<file path="config.mk">
export PLATFORM = sky130hd
export DESIGN_NAME = alu_stream
export DESIGN_NICKNAME = d
export VERILOG_FILES = /design/src/rtl/alu_pkg.sv /design/src/rtl/alu_core.sv /design/src/rtl/alu_stream.sv
export SDC_FILE = /design/constraint.sdc
export NUM_CORES = 1
export LEC_CHECK = 0
export BUFFER_PORTS_ARGS = -buffer_cell sky130_fd_sc_hd__buf_4
export CORE_UTILIZATION = 40
export DETAILED_ROUTE_END_ITERATION = 8
export GPL_TIMING_DRIVEN = 0
export SETUP_SLACK_MARGIN = 0.1
export SLEW_MARGIN = 20
export SYNTH_ARGS = -nofsm -noshare
export SYNTH_HDL_FRONTEND = slang
export SYNTH_SLANG_ARGS = --single-unit
export TNS_END_PERCENT = 100
</file>
<file path="constraint.sdc">
create_clock -name clk -period 11.91 [get_ports clk]
set_input_delay 1.7865 -clock clk [delete_from_list [all_inputs] [get_ports clk]]
set_output_delay 1.7865 -clock clk [all_outputs]
set_load 0.005 [all_outputs]
</file>
<file path="src/rtl/alu_pkg.sv">
// alu_pkg: ALU opcodes and result-entry type shared by alu_core and alu_stream
package alu_pkg;
  localparam logic [2:0] OP_ADD = 3'b000;
  localparam logic [2:0] OP_SUB = 3'b001;
  localparam logic [2:0] OP_AND = 3'b010;
  localparam logic [2:0] OP_OR  = 3'b011;
  localparam logic [2:0] OP_SRL = 3'b100;
  localparam logic [2:0] OP_SRA = 3'b101;
  typedef struct packed {
    logic [31:0] c;
    logic        zero;
    logic        err;
  } entry_t;
endpackage

</file>
<file path="src/rtl/alu_core.sv">
// alu_core: combinational ALU; A,B,ALUOp in -> C out, err flags opcodes 110/111 (which yield C=0)
module alu_core
  import alu_pkg::*;
(
  input  logic [31:0] A,
  input  logic [31:0] B,
  input  logic [2:0]  ALUOp,
  output logic [31:0] C,
  output logic        err
);
  assign err = ALUOp[2] & ALUOp[1];
  assign C = ALUOp == OP_ADD ? A + B :
             ALUOp == OP_SUB ? A - B :
             ALUOp == OP_AND ? A & B :
             ALUOp == OP_OR  ? A | B :
             ALUOp == OP_SRL ? A >> B[4:0] :
             ALUOp == OP_SRA ? 32'($signed(A) >>> B[4:0]) : '0;
endmodule

</file>
<file path="src/rtl/alu_stream.sv">
// alu_stream: valid/ready ALU front-end; in_valid/in_ready/A/B/ALUOp request side, out_valid/out_ready/C/zero/err result side via a DEPTH-entry in-order FIFO, count = occupancy
module alu_stream
  import alu_pkg::*;
#(
  parameter int DEPTH = 4
) (
  input  logic                     clk,
  input  logic                     rst_n,
  input  logic                     in_valid,
  output logic                     in_ready,
  input  logic [31:0]              A,
  input  logic [31:0]              B,
  input  logic [2:0]               ALUOp,
  output logic                     out_valid,
  input  logic                     out_ready,
  output logic [31:0]              C,
  output logic                     zero,
  output logic                     err,
  output logic [$clog2(DEPTH):0]   count
);
  localparam int AW = $clog2(DEPTH);
  entry_t          mem [DEPTH];
  entry_t          wr_e;
  logic [AW-1:0]   wp, rp;
  logic [AW:0]     cnt;
  logic [31:0]     core_c;
  logic            core_err, push, pop;
  alu_core u_core (.A(A), .B(B), .ALUOp(ALUOp), .C(core_c), .err(core_err));
  assign wr_e      = '{c: core_c, zero: core_c == '0, err: core_err};
  assign in_ready  = cnt != (AW+1)'(DEPTH);
  assign out_valid = cnt != '0;
  assign push      = in_valid && in_ready;
  assign pop       = out_valid && out_ready;
  assign count     = cnt;
  assign C         = mem[rp].c;
  assign zero      = mem[rp].zero;
  assign err       = mem[rp].err;
  always_ff @(posedge clk) begin
    if (!rst_n) begin
      wp  <= '0;
      rp  <= '0;
      cnt <= '0;
      for (int i = 0; i < DEPTH; i++) mem[i] <= '0;
    end else begin
      if (push) mem[wp] <= wr_e;
      wp  <= push ? wp + 1'b1 : wp;
      rp  <= pop ? rp + 1'b1 : rp;
      cnt <= cnt + (AW+1)'(push) - (AW+1)'(pop);
    end
  end
endmodule

</file>
=== Yosys cells after proc, flatten, opt, wreduce, memory -nomap -nowiden ===
Memory sizes are Yosys's and may differ from the RTL's. A register that Yosys moved wholly into a read port is not among the register bits.
Index checks and enable logic that the tools add are counted.

* Memories kept: 1
* Bits in writable memories: 136
* Input port bits: 71
* Output and inout port bits: 39
* Register bits: 7
* ROM bits: 0
* Logic and storage cells: 42
* Latch bits: 0

* Equality and inequality tests: 6
* $lt $le $gt $ge: 0
* Add/sub/neg operators: 6
* Shift-type cells: 2
* Reductions and logical operators: 6
* Mux-type cells: 15
* $mul: 0
* Bitwise operators: 3
* Div/mod/pow operators: 0

{| class="wikitable"
|+ Memories
! name !! words !! bits a word !! read ports !! clocked after memory_dff !! wr ports !! line !! text
|-
| mem || 4 || 34 || 1 || 1 || 4 || alu_stream.sv:22 || <nowiki>entry_t mem [DEPTH];</nowiki>
|}

{| class="wikitable"
|+ Operator list
! operator !! count
|-
| $mux W32 || 6
|-
| $mux W34 || 1
|-
| $reduce_or A34 Y1 || 1
|-
| $add A32 B32 Y32 || 1
|-
| $and A32 B32 Y32 || 1
|-
| $logic_not A32 Y1 || 1
|-
| $or A32 B32 Y32 || 1
|-
| $shr A32 B5 Y32 || 1
|-
| $sshr A32 B5 Y32 || 1
|-
| $sub A32 B32 Y32 || 1
|-
| $eq A3 B2 Y1 const B || 2
|-
| $eq A3 B3 Y1 const B || 2
|-
| $mux W2 || 3
|-
| $mux W1 || 5
|-
| $add A2 B1 Y2 const B || 2
|-
| $add A3 B1 Y3 || 1
|-
| $eq A3 B1 Y1 const B || 1
|-
| $logic_not A3 Y1 || 1
|-
| $ne A3 B3 Y1 const B || 1
|-
| $reduce_bool A3 Y1 || 1
|-
| $sub A3 B1 Y3 || 1
|-
| $logic_and A1 B1 Y1 || 2
|-
| $and A1 B1 Y1 || 1
|}

=== Logic depth before layout (Yosys ltp) ===
* Depth after elaboration: 9
* Depth in mapped cells: 14
* Gate-level depth less buffers: 14

=== Cells and area by module ===
A second synthesis with hierarchy kept.

* Cell total of the unflattened synthesis: 1446
* Area, all modules: 12893.6 µm²

{| class="wikitable"
|+ Modules (own cells, without submodules)
! module !! sequential area each (µm²) !! cells each !! area each (µm²) !! instances
|-
| alu_core || 0.0 || 1024 || 6672.6 || 1
|-
| alu_stream || 4264.1 || 422 || 6221.0 || 1
|}

=== Worst setup path after synthesis ===
OpenSTA, ideal clock, no wires.

* Kind: input to register
* Start point: in B[2]
* End point: mem mem[0][33] (netlist bit), data pin
* Arrival: 4924 ps
* Setup slack: 6715 ps
* Stages: 14
* Setup time: 272 ps
* Path buffers: 2
* Data required time: 11638 ps
* Cells stage by stage: buf_4 -> clkinv_1 -> ha_1 -> clkbuf_1 -> nor3_1 -> o311ai_0 -> a31oi_1 -> a211oi_1 -> o221ai_1 -> a21o_1 -> a311o_1 -> xnor2_1 -> a221oi_1 -> nor2_1

{| class="wikitable"
|+ RTL lines
! item !! line !! text
|-
| start: declaration || alu_stream.sv:12 || <nowiki>input logic [31:0] B,</nowiki>
|-
| end: declaration || alu_stream.sv:22 ||
|}

==> out/metrics.cfg <==
[placement]
pre_cts_slack_ns=4.88
portBuffers=109
place.gp.congestion=0.999
placedCellCount=2180
place_area_um2=15700
hpwlAfterDp_um=48900

[pwr]
power_mw=2.02
leakage_nw=6.46
p_sw_mw=0.712
ir_drop_uv=140
p_seq_share_pct=31.5
swShare_pct=35.3
internal-power_mw=1.31
clkPwrFrac_pct=27.5
share_comb_of_total_power_pct=41.0
cellPowerDensity_nw_per_um2=124

[sta]
setup_viol=0
tns_ns=0
drv_slew=0
max-slew-margin-rel_pct=28.1
fin_worst_skew_ns=0.0112
tightest_slew_ns=1.07
setup_ws_ns=5.19
fin_crit_sh_pct=56.4
whs_ns=0.586
hold_violations=0
fmax_ghz=0.149
final.min_clock_period_ns=6.72
rsz0062_at_grt=no

[worst_setup_path]
cp_top_family=compound AO/OA/AOI/OAI gates
reg2reg_depth=11
end_kind=flop
worstSetupPathType=input port to flop
r2r_end=mem[0][28]$_SDFFCE_PN0P_
slowest_delay_ns=0.61
crit_top_cell=buf_4
cp_cell_sequence=buf_4 -> buf_4 -> clkinv_1 -> ha_1 -> clkbuf_1 -> nor3_1 -> o311ai_0 -> a31oi_1 -> a211oi_1 -> o221ai_1 -> a21o_1 -> a311o_1 -> xnor2_1 -> a221oi_1 -> nor2_1
critPathLaunchType=input port
reg2reg_slack_ns=8.40
cp_max_fo=10
critical_path.n_buffers_inverters=4
required_ns=12.04
cp.arrival_ns=6.85
r2r-start=count[1]$_SDFF_PN0_
cp_slowest_cell=a221oi_1

[routing]
first_pass_iters=5
vias_per_cell=6.49
drt-initial-drc-count=1771
wl_per_cell_um=28.1
wl_um=62200
antenna_left=0
drc=0
vias=14359

[logic_synthesis]
yosysUniqueCellTypes=83
netlist_area_um2=14200
async_flop_share_pct=0
synth_area_per_cell_um2=8.80
ys_warn_count=0
synth_edf_count=136
seq_area_frac_synth_pct=30.1
synthCells=1611
synth_ff_type=edfxtp_1
ys_seq_elements=145
synth_fp_nets=1782

[outcome]
status=complete, no violations

[cells_and_area]
finalNetCount=1915
drive_gt1_share_pct=15.0
instances_no_fill=2213
final_area_um2=16300
area_growth_pct=15.1
final_util_pct=47.0

[clock_tree]
insertion_delay_ns=0.42
cts_buffers=17
ctsHoldBuffers=0
htree_levels=4
clk_path_buf_depth=2
cts_setup_buffers=0
cts_tree=done
cts-root-buf=clkbuf_16
ctsResizeCount=0
cts_num_sinks=145
clk_pin_slew_worst_paths_ns=0.06

[hold_path]
min-delay-start=rp[1]$_SDFFE_PN0P_
hold_class=flop to flop
whs_path_depth=2

[grt]
grt_pass1_vias=13969
track_usage_pct=34.4
antenna_found_initial=0
overflow=0
grt_pass1_wl_um=91500
grt_start_max_net_pins=26

[floorplan]
ioPinCount=110
die_x_um=190
initial_core_util_pct=40.9
coreArea_um2=34700
rows=68
die_area_um2=36200
die_y_um=190

[run]
maxCapViolations=0

## cells by family after synthesis
| family | count (synthesis) | share of synthesized area, % |
|---|---|---|
| simple gates | 557 | 18.6 |
| compound gates | 466 | 22.4 |
| buf+inv | 214 | 5.90 |
| flops | 145 | 30.1 |
| mux | 109 | 12.9 |
| fa+ha+maj | 100 | 8.98 |
| xor+xnor | 20 | 1.24 |
## state kept, by name, indices dropped and copies added (netlist names), named ones only
name   flops
wp         2
rp         2
count      3
mem      136
## Yosys cell counts, types with 6 or more instances
cell	count	area, um^2
nand4_1	17	106
edfxtp_1	136	4080
a21oi_1	107	536
a221oi_1	15	131
nand3_1	29	145
o311ai_0	7	61.3
mux2_2	15	169
buf_1	12	45.0
nand2_1	124	465
nor2_1	213	800
buf_2	18	90.1
or3_1	13	81.3
o221ai_1	13	114
a221o_1	6	60.1
clkbuf_1	74	278
nor4b_1	6	52.6
mux2i_1	37	370
inv_1	102	383
a211oi_1	18	135
ha_1	97	1210
a2111oi_0	8	70.1
o21ai_1	10	50.1
and3_1	8	50.1
and2_1	19	119
o211a_1	9	90.1
a21o_1	15	113
xnor2_1	17	149
a2bb2oi_1	8	70.1
nor4_1	24	150
o21a_1	10	75.1
a211o_1	8	70.1
o31ai_1	18	135
o22ai_1	21	131
nor2b_1	25	156
o211ai_1	17	128
o21bai_1	10	75.1
mux4_2	57	1280
nor3_1	28	140
a22oi_1	12	90.1
or2_2	7	43.8
a31oi_1	14	87.6
dfxtp_1	9	180
nand2b_1	18	113
o21ai_0	83	415
## layout make-up
class	count	area, um^2
antenna	1	2.50
sequential	145	4260
clock buffer	22	454
timing repair buffer	114	918
clock inverter	10	161
inverter	107	402
fill	3435	18400
buffer	107	435
tap	455	569
multi-input combinational	1252	9120
## routing by layer
layer | global-route usage, % | vias to the layer above | wire (um)
met2 | 56.1 | 867 | 28600
met5 | 0 | - | 0
met3 | 5.26 | 169 | 5130
met4 | 16.6 | 0 | 3140
li1 | - | 6328 | -
met1 | 44.4 | 6995 | 25200
## worst register-to-register path, stage by stage, from the launching register on
cell and delay (ns):
dfxtp_1 0.36, nor2_1 0.12, nand2_1 0.07, and2_1 0.16, clkbuf_1 0.14, nand2_1 0.12, clkbuf_1 0.41, or3_1 0.18
clkbuf_1 0.36, clkbuf_1 0.49, nand2_2 0.51, buf_16 0.33
## placed cells by master (no fill, tap or decap), types with 9 or more instances in the layout
cell type,Yosys,routed
clkbuf_16,0,17
mux4_2,57,57
a211oi_1,18,17
a221oi_1,15,14
nor4_1,24,24
o221ai_1,13,13
a22oi_1,12,12
nand2_1,124,120
dfxtp_1,9,9
or3_1,13,13
a31oi_1,14,14
o21bai_1,10,10
buf_4,3,112
nor2b_1,25,25
buf_1,12,12
o21a_1,10,10
o22ai_1,21,21
xnor2_1,17,17
and2_1,19,19
o21ai_0,83,83
o211ai_1,17,17
buf_2,18,19
edfxtp_1,136,136
clkbuf_1,74,78
a21oi_1,107,107
nand2b_1,18,18
nand3_1,29,29
mux2i_1,37,37
mux2_2,15,15
inv_1,102,102
nand4_1,17,17
nor2_1,213,213
ha_1,97,97
o211a_1,9,9
o21ai_1,10,10
nor3_1,28,27
o31ai_1,18,18
a21o_1,15,15
## power by group through the flow
stage	registers, mW	clock network [mW]	logic (mW)
2_1_floorplan	0.641	0	0.484
3_3_place_gp	0.645	0	0.799
3_5_place_dp	0.647	0	0.811
4_1_cts	0.637	0.560	0.817
5_1_grt	0.642	0.579	0.884
6_report	0.636	0.555	0.827
## worst max path at each step
stage	end	slack [ns]	from	depth (start not counted)
floorplan	mem[0][33]$_SDFFCE_PN0P_	6.71	B[2]	14
global placement	mem[0][1]$_SDFFCE_PN0P_	4.70	B[2]	15
detailed placement	mem[1][1]$_SDFFCE_PN0P_	4.88	B[2]	15
CTS	mem[1][1]$_SDFFCE_PN0P_	5.31	B[2]	15
global route	mem[1][1]$_SDFFCE_PN0P_	4.99	B[2]	15
finish	mem[1][33]$_SDFFCE_PN0P_	5.19	B[2]	15
No activity file was read; power rests on OpenSTA's default activity.
